===== src/rtl/iir_pkg.sv =====
// Shared types and constants for the multi-channel time-multiplexed biquad.
package iir_pkg;

    typedef enum logic [1:0] {
        IDLE,
        MAC,
        OUT
    } state_e;

    // Tap order doubles as the coefficient-select encoding on the write port.
    localparam logic [2:0] TAP_B0 = 3'd0;
    localparam logic [2:0] TAP_B1 = 3'd1;
    localparam logic [2:0] TAP_B2 = 3'd2;
    localparam logic [2:0] TAP_A1 = 3'd3;
    localparam logic [2:0] TAP_A2 = 3'd4;
    localparam int         NTAPS  = 5;

    function automatic int acc_width(input int w);
        return 2 * w + 3;
    endfunction

    function automatic int unity_coef(input int frac);
        return 1 << frac;
    endfunction

endpackage


===== src/rtl/iir_round_sat.sv =====
// Rounds the accumulator half toward +inf, drops FRAC bits and clips to W bits.
module iir_round_sat #(
    parameter int W    = 25,
    parameter int FRAC = 16,
    parameter int AW   = 2 * W + 3
) (
    input  logic signed [AW-1:0] acc,
    output logic signed [W-1:0]  y,
    output logic                 sat
);

    localparam logic signed [AW:0] HALF = (AW+1)'(1) << (FRAC - 1);
    localparam logic signed [AW:0] YMAX = {{(AW-W+2){1'b0}}, {(W-1){1'b1}}};
    localparam logic signed [AW:0] YMIN = {{(AW-W+2){1'b1}}, {(W-1){1'b0}}};

    logic signed [AW:0] biased;
    logic signed [AW:0] shifted;

    // One guard bit keeps the rounding add from wrapping at the accumulator extremes.
    always_comb begin
        biased  = {acc[AW-1], acc} + HALF;
        shifted = biased >>> FRAC;
        sat     = 1'b0;
        y       = shifted[W-1:0];
        if (shifted > YMAX) begin
            y   = YMAX[W-1:0];
            sat = 1'b1;
        end else if (shifted < YMIN) begin
            y   = YMIN[W-1:0];
            sat = 1'b1;
        end
    end

endmodule


===== src/rtl/iir_biquad_mc.sv =====
// Direct Form I biquad shared by NCH channels through a single multiplier,
// one tap per clock, with per-channel programmable coefficients.
module iir_biquad_mc
    import iir_pkg::*;
#(
    parameter int  W    = 25,
    parameter int  FRAC = 16,
    parameter int  NCH  = 2,
    localparam int CHW  = (NCH > 1) ? $clog2(NCH) : 1
) (
    input  logic                clk,
    input  logic                rst,
    input  logic                rx,
    input  logic signed [W-1:0] u,
    input  logic [CHW-1:0]      ch,
    input  logic                coef_we,
    input  logic [CHW-1:0]      coef_ch,
    input  logic [2:0]          coef_sel,
    input  logic signed [W-1:0] coef_data,
    output logic                busy,
    output logic                rx_2,
    output logic signed [W-1:0] y,
    output logic [CHW-1:0]      ch_out,
    output logic                sat,
    output logic                overrun
);

    localparam int                 AW    = acc_width(W);
    localparam logic signed [W-1:0] UNITY = W'(unity_coef(FRAC));

    state_e               state, state_next;
    logic [2:0]           tap;
    logic signed [AW-1:0] acc;
    logic signed [W-1:0]  u_lat;
    logic [CHW-1:0]       ch_lat;

    logic signed [W-1:0]  coef [NCH][NTAPS];
    logic signed [W-1:0]  x1 [NCH];
    logic signed [W-1:0]  x2 [NCH];
    logic signed [W-1:0]  y1 [NCH];
    logic signed [W-1:0]  y2 [NCH];

    logic                 rx_ok;
    logic                 coef_ok;
    logic signed [W-1:0]  coef_op;
    logic signed [W-1:0]  data_op;
    logic signed [2*W-1:0] product;
    logic signed [AW-1:0] prod_ext;
    logic signed [W-1:0]  y_rs;
    logic                 sat_rs;

    assign rx_ok   = rx && (32'(ch) < NCH);
    assign coef_ok = coef_we && !rx && (32'(coef_ch) < NCH) && (coef_sel <= TAP_A2);

    always_ff @(posedge clk) begin
        if (!rst) state <= IDLE;
        else      state <= state_next;
    end

    always_comb begin
        state_next = state;
        case (state)
            IDLE:    if (rx_ok) state_next = MAC;
            MAC:     if (tap == TAP_A2) state_next = OUT;
            OUT:     state_next = IDLE;
            default: state_next = IDLE;
        endcase
    end

    always_comb begin
        busy = (state != IDLE);
    end

    // Single read port into the register files, steered by the current tap.
    always_comb begin
        coef_op = coef[ch_lat][0];
        data_op = u_lat;
        case (tap)
            TAP_B1: begin coef_op = coef[ch_lat][1]; data_op = x1[ch_lat]; end
            TAP_B2: begin coef_op = coef[ch_lat][2]; data_op = x2[ch_lat]; end
            TAP_A1: begin coef_op = coef[ch_lat][3]; data_op = y1[ch_lat]; end
            TAP_A2: begin coef_op = coef[ch_lat][4]; data_op = y2[ch_lat]; end
            default: begin coef_op = coef[ch_lat][0]; data_op = u_lat; end
        endcase
    end

    assign product  = coef_op * data_op;
    assign prod_ext = {{(AW-2*W){product[2*W-1]}}, product};

    iir_round_sat #(.W(W), .FRAC(FRAC), .AW(AW)) u_round_sat (
        .acc (acc),
        .y   (y_rs),
        .sat (sat_rs)
    );

    always_ff @(posedge clk) begin
        if (!rst) begin
            tap     <= TAP_B0;
            acc     <= '0;
            u_lat   <= '0;
            ch_lat  <= '0;
            rx_2    <= 1'b0;
            overrun <= 1'b0;
            y       <= '0;
            ch_out  <= '0;
            sat     <= 1'b0;
            for (int c = 0; c < NCH; c++) begin
                x1[c] <= '0;
                x2[c] <= '0;
                y1[c] <= '0;
                y2[c] <= '0;
                for (int k = 0; k < NTAPS; k++) coef[c][k] <= '0;
                coef[c][0] <= UNITY;
            end
        end else begin
            rx_2    <= 1'b0;
            overrun <= 1'b0;
            case (state)
                IDLE: begin
                    if (rx_ok) begin
                        u_lat  <= u;
                        ch_lat <= ch;
                        acc    <= '0;
                        tap    <= TAP_B0;
                    end else if (coef_ok) begin
                        for (int k = 0; k < NTAPS; k++)
                            if (coef_sel == 3'(k)) coef[coef_ch][k] <= coef_data;
                    end
                end
                MAC: begin
                    acc     <= (tap == TAP_A1 || tap == TAP_A2) ? acc - prod_ext : acc + prod_ext;
                    tap     <= tap + 3'd1;
                    overrun <= rx_ok;
                end
                OUT: begin
                    y              <= y_rs;
                    sat            <= sat_rs;
                    ch_out         <= ch_lat;
                    rx_2           <= 1'b1;
                    overrun        <= rx_ok;
                    x2[ch_lat]     <= x1[ch_lat];
                    x1[ch_lat]     <= u_lat;
                    y2[ch_lat]     <= y1[ch_lat];
                    y1[ch_lat]     <= y_rs;
                end
                default: ;
            endcase
        end
    end

endmodule


===== config.mk =====
export PLATFORM = sky130hd
export DESIGN_NAME = iir_biquad_mc
export DESIGN_NICKNAME = d
export VERILOG_FILES = /design/src/rtl/iir_pkg.sv /design/src/rtl/iir_round_sat.sv /design/src/rtl/iir_biquad_mc.sv
export SDC_FILE = /design/constraint.sdc
export NUM_CORES = 2
export LEC_CHECK = 0
export ABC_AREA = 1
export CORE_UTILIZATION = 55
export CTS_CLUSTER_SIZE = 30
export DETAILED_ROUTE_END_ITERATION = 8
export PLACE_DENSITY_LB_ADDON = 0.1
export SLEW_MARGIN = 10
export SYNTH_ARGS = -nofsm -noshare
export SYNTH_HDL_FRONTEND = slang
export SYNTH_SLANG_ARGS = --single-unit

===== constraint.sdc =====
create_clock -name clk -period 15 [get_ports clk]
set_clock_uncertainty 0.05 [all_clocks]
set_input_delay 3.75 -clock clk [delete_from_list [all_inputs] [get_ports clk]]
set_output_delay 3.75 -clock clk [all_outputs]
set_load 0.01 [all_outputs]

### Word-level counts from Yosys, hierarchy flattened

Memories as Yosys holds them, arrays and structs flattened. A register that Yosys moved wholly into a read port is not among the register bits.
Cells that the tools add are included.

| storage, ports and cells | value |
|---|---|
| flip-flop bits (word level) | 113 |
| memories | 5 |
| output and inout port bits | 30 |
| bits in writable memories | 450 |
| word-level logic and storage cells | 130 |

| operators by class | value |
|---|---|
| mux-type cells | 75 |
| add/sub/neg operators | 4 |
| reduce and logical (&&, ||, !) cells | 18 |
| equality and inequality tests | 12 |
| multipliers | 1 |
| bitwise logic cells | 2 |
| magnitude comparators | 3 |

Memories:

| name | words | bits a word | rd ports | clocked after Yosys merged registers in | write ports | RTL line | source |
|---|---|---|---|---|---|---|---|
| coef | 2 | 125 | 1 | 1 | 2 | iir_biquad_mc.sv:37 | `logic signed [W-1:0] coef [NCH][NTAPS];` |
| x1 | 2 | 25 | 1 | 1 | 2 | iir_biquad_mc.sv:38 | `logic signed [W-1:0] x1 [NCH];` |
| x2 | 2 | 25 | 1 | 1 | 2 | iir_biquad_mc.sv:39 | `logic signed [W-1:0] x2 [NCH];` |
| y1 | 2 | 25 | 1 | 1 | 2 | iir_biquad_mc.sv:40 | `logic signed [W-1:0] y1 [NCH];` |
| y2 | 2 | 25 | 1 | 1 | 2 | iir_biquad_mc.sv:41 | `logic signed [W-1:0] y2 [NCH];` |

Operator list:

| kind | number |
|---|---|
| two-way mux 25 bit | 8 |
| case mux 25 bit (4 select lines) | 2 |
| two-way mux 125 bit | 1 |
| OR reduction 125 bit | 1 |
| two-way mux 53 bit | 2 |
| case mux 53 bit (2 select lines) | 1 |
| OR reduction 25 bit | 4 |
| two-way mux 1 bit | 55 |
| adder 53 x 17 -> 54 bit (second input constant) | 1 |
| adder 53 x 50 -> 53 bit | 1 |
| subtractor 53 x 50 -> 53 bit | 1 |
| multiplier 25 x 25 -> 50 bit | 1 |
| > comparator 38 x 25 -> 1 bit (second input constant) | 1 |
| less-than comparator 38 x 25 -> 1 bit (second input constant) | 1 |
| equality test 3 x 2 -> 1 bit (second input constant) | 4 |
| AND reduction 2 bit | 4 |
| equality test 3 x 1 -> 1 bit (second input constant) | 2 |
| equality test 3 bit (second input constant) | 2 |
| case mux 3 bit (2 select lines) | 1 |
| two-way mux 5 bit | 1 |
| two-way mux 2 bit | 2 |
| inequality test 2 bit (second input constant) | 2 |
| case mux 2 bit (2 select lines) | 1 |
| nonzero test 2 bit | 2 |
| other kinds (12) | 14 |

### Longest topological paths before layout

| logic depth | value |
|---|---|
| depth in word-level cells | 10 |
| mapped depth | 67 |
| depth with buffers taken out | 63 |

### Hierarchy

From an unflattened synthesis, not the netlist that was laid out.

| second synthesis, totals | value |
|---|---|
| cells, all modules | 6664 |
| area total of the unflattened synthesis | 54078.1 um^2 |

Modules (own cells, without submodules):

| module | cells an instance | seq. area each (um^2) | area an instance (um^2) | times used |
|---|---|---|---|---|
| iir_biquad_mc | 6374 | 15795.1 | 52688.0 | 1 |
| iir_round_sat | 290 | 0.0 | 1390.1 | 1 |

### Worst setup path before layout

No wires, ideal clock.

| timing path | value |
|---|---|
| path type | flip-flop to flip-flop |
| start point | register tap[2] |
| end point | register acc[51] |
| stages on the path, launching flop included | 57 |
| clock period less this slack | 10.876 ns |
| path slack | 4.124 ns |
| required time | 14.818 ns |
| data arrival time | 10.694 ns |
| path buffers | 7 |
| cell sequence | dfxtp_1 inv_1 clkbuf_1 clkbuf_1 ha_1 clkbuf_1 nor2_2 nand3_1 buf_2 clkbuf_1 buf_1 nand3_1 o21ai_1 clkbuf_1 nand2_1 fa_1 inv_1 fa_1 [... 21 more ...] or2_2 xor2_1 inv_1 ha_1 nand2_1 nor2_1 nand2_1 nor4_1 nand3b_1 nand3_1 nand2_1 o211ai_1 a21o_1 nand2_1 nand2_1 nand2_1 nand3_1 a21oi_1 |

| on the way | value |
|---|---|
| longest elaborated chain between the ends | 6 |

RTL lines:

| what | RTL line | source |
|---|---|---|
| start: declaration | iir_biquad_mc.sv:32 | `logic [2:0] tap;` |
| start signal: assignment | iir_biquad_mc.sv:132 | `tap <= tap + 3'd1;` |
| equality test 3 bit (tied with other cells) | iir_biquad_mc.sv:78, iir_biquad_mc.sv:131 |  |
| case mux 25 bit (4 select lines) | iir_biquad_mc.sv:78 | `case (tap)` |
| multiplier 25 x 25 -> 50 bit | iir_biquad_mc.sv:87 | `assign product = coef_op * data_op;` |
| adder 53 x 50 -> 53 bit or subtractor 53 x 50 -> 53 bit (tied branches) | iir_biquad_mc.sv:131 | `acc <= (tap == TAP_A1 \|\| tap == TAP_A2) ? acc - prod_ext : acc + prod_ext;` |
| two-way mux 53 bit (*) | iir_biquad_mc.sv:131 |  |
| case mux 53 bit (2 select lines) (*) | iir_biquad_mc.sv:118 | `case (state)` |
| end signal: assignment | iir_biquad_mc.sv:131 |  |
| end: declaration | iir_biquad_mc.sv:33 | `logic signed [AW-1:0] acc;` |

Mark *: on every way between the ends. The rest lies on a longest branch, timed or not.
A chain may end at the register's enable or synchronous reset.

==> results.sh <==
export IMPL_status="finished, violations left"
export IMPL_violations="DRC"
export IMPL_start_util_pct=55.7
export IMPL_cts_tree="built"
export IMPL_place_gp_congestion=0.961
export IMPL_coreArea_mm2=0.0970
export IMPL_synth_top_area_share_pct=25.0
export IMPL_syn_inst=6650
export IMPL_drc=6
export IMPL_slew_headroom_pct=14.8
export IMPL_via_count=44478
export IMPL_synth_area_top_cells="edfxtp_1, fa_1, nand2_1"
export IMPL_dieArea_mm2=0.0996
export IMPL_dpl_hpwl_um=132000
export IMPL_ios=89
export IMPL_rows=114
export IMPL_hold_depth=2
export IMPL_path_class="register to register"
export IMPL_grt_max_degree=114
export IMPL_cts_made_buffers=57
export IMPL_min_to="ch_out"
export IMPL_timing_fmax_ghz=0.0720
export IMPL_rrSetupSlack_ns=1.11
export IMPL_grt_usage_pct=36.3
export IMPL_hp_start="ch_out"
export IMPL_ys_warnings_count=0
export IMPL_insertedDiodeCount=0
export IMPL_setup_viol=0
export IMPL_ant_nets=0
export IMPL_yosysTopAreaCell="edfxtp_1"
export IMPL_r2r_end="acc[51]"
export IMPL_area_growth_pct=8.12
export IMPL_regArea_mm2=0.0158
export IMPL_fin_setup_tns_ns=0
export IMPL_clock_sinks=564
export IMPL_htreeDepth=2
export IMPL_root_buffer="clkbuf_16"
export IMPL_vias_per_cell=5.58
export IMPL_cp_arrival_ns=14.30
export IMPL_firstDrtPassIters=9
export IMPL_cp_required_ns=15.42
export IMPL_synth_cell_types=56
export IMPL_maxCapViolations=0
export IMPL_ctsResizeCount=0
export IMPL_path_max_fanout=46
export IMPL_die_w_um=316
export IMPL_synth_yosys_seq_area_share_pct=29.2
export IMPL_layout_nets=7563
export IMPL_grt_pass1_wl_um=270000
export IMPL_worst_r2r_path_depth=51
export IMPL_wl_per_cell_um=22.2
export IMPL_startpoint_type="register"
export IMPL_tightest_slew_ns=1.27
export IMPL_antenna_found_initial=1
export IMPL_finalMaxSlewViolations=0
export IMPL_grt_pass1_vias=44697
export IMPL_path_common_cell="nand2_1"
export IMPL_port_buffers=88
export IMPL_hp_class="register to register"
export IMPL_dieHeight_um=316
export IMPL_cp_slowest_cell="clkinv_1"
export IMPL_wl_um=177000
export IMPL_n_fill_cell=8801
export IMPL_syn_cell_area_mm2=0.0541
export IMPL_avgSynthCellArea_um2=8.13
export IMPL_multi_input_area_mm2=0.0323
export IMPL_path_clk_slew_ns=0.06
export IMPL_hold_viol_final=0
export IMPL_drive_gt1_share_pct=4.36
export IMPL_clk_latency_ns=0.64
export IMPL_rsz0062_at_grt="no"
export IMPL_synth_nets=7571
export IMPL_overflow=0
export IMPL_cpPeakStageDelay_ns=1.11
export IMPL_timing_final_crit_share_pct=92.6
export IMPL_crit_path_end_kind="register"
export IMPL_min_period_ns=13.89
export IMPL_clockBufferDepth=3
export IMPL_hold_buffers=0
export IMPL_post_cts_buffers=0
export IMPL_first_iter_violations=4363
export IMPL_yosys_register_bits=564
-- state kept, by name (all words and copies together), names as in the netlist, 2 cells and up, named ones only --
signal / flops
acc: 53
coef: 250
state: 2
tap: 3
u_lat: 25
x1: 50
x2: 50
y: 25
y1: 50
y2: 50
-- Yosys cell counts (all sizes together) --
cell type,number
a211oi,1
a21boi,3
a21o,10
a21oi,286
a221oi,9
a22o,2
a22oi,1
a31oi,12
and2,1
and3,1
buf,36
clkbuf,207
clkinv,3
dfxtp,114
edfxtp,450
fa,659
ha,203
inv,1401
mux2i,66
nand2,1455
nand2b,1
nand3,215
nand3b,13
nand4,65
nor2,896
nor3,59
nor3b,1
nor4,16
o2111ai,8
o211ai,13
o21a,10
o21ai,245
o21bai,9
o221ai,6
o22ai,30
o311ai,1
o31ai,4
or2,25
xnor2,31
xor2,82
-- cells in the final DEF (no fill, tap or decap), types with 14 or more instances in the layout --
master	count
mux2i_1	66
dfxtp_1	113
nor3_1	55
nand3_1	209
clkinv_2	14
nand2_1	1435
edfxtp_1	450
fa_1	659
inv_1	1388
o22ai_1	29
clkbuf_16	59
nand4_1	65
or2_2	25
o21ai_0	214
nor4_1	15
xor2_1	81
o21ai_2	18
nor2_1	888
nand2_2	15
buf_4	86
a21oi_1	281
clkdlybuf4s50_1	87
ha_1	202
xnor2_1	31
-- stage by stage --
stage	utilization (%)	area (µm²)	hold slack, ns	instances	setup slack [ns]
after floorplan	-	54100	0.400	6650	4.12
after global placement	58.3	56600	0.380	7858	1.48
after detailed placement	58.3	56600	0.392	7859	1.39
after CTS	60.3	58500	0.403	7967	1.34
after global routing	60.3	58500	0.434	7967	0.386
final	60.3	58500	0.402	7967	1.11
-- metal layers --
metal / track usage, % / routed length, µm / vias to the layer above
li1: - / - / 20386
met2: 58.9 / 82600 / 1909
met1: 48.2 / 70700 / 21832
met3: 7.04 / 16000 / 351
met4: 13.9 / 7890 / 0
met5: 0 / 0 / -
-- kinds of logic after synthesis --
| logic type | Yosys count | share of synthesized area (%) |
|---|---|---|
| buffers and inverters | 1647 | 11.5 |
| AND/OR/NAND/NOR | 2748 | 20.5 |
| XOR/XNOR | 113 | 1.84 |
| adder cells (fa/ha/maj) | 862 | 29.1 |
| AO/OA/AOI/OAI | 650 | 6.56 |
| multiplexers | 66 | 1.22 |
| flip-flops | 564 | 29.2 |
-- how the worst max path moves through the flow --
stage	depth (start not counted)	start	endpoint
after CTS	51	register	acc[51]
after global routing	51	register	acc[51]
after detailed placement	51	register	acc[51]
after global placement	51	register	acc[51]
after floorplan	56	tap[2]	acc[51]
final	51	register	acc[51]
-- critical path, delay by kind of cell (launching register included) --
kind                     cells  cell delay (ns)
AO/OA/AOI/OAI                6             1.43
AND/OR/NAND/NOR             24             3.79
buffers and inverters       10             2.83
XOR/XNOR                     2             0.75
adder cells (fa/ha/maj)      9             4.19
flip-flops                   1             0.63
-- cell type report --
type	instances	area share (%)
flip-flops and latches	564	27.0
clock inverters	35	0.582
multi-input cells	4439	55.3
well taps	1276	2.73
inverters	1404	9.02
repair buffers	176	2.67
clock buffers	73	2.65
Power is not shown: default switching activity piles up to over one toggle a cycle in this logic, so the estimate is an artifact.
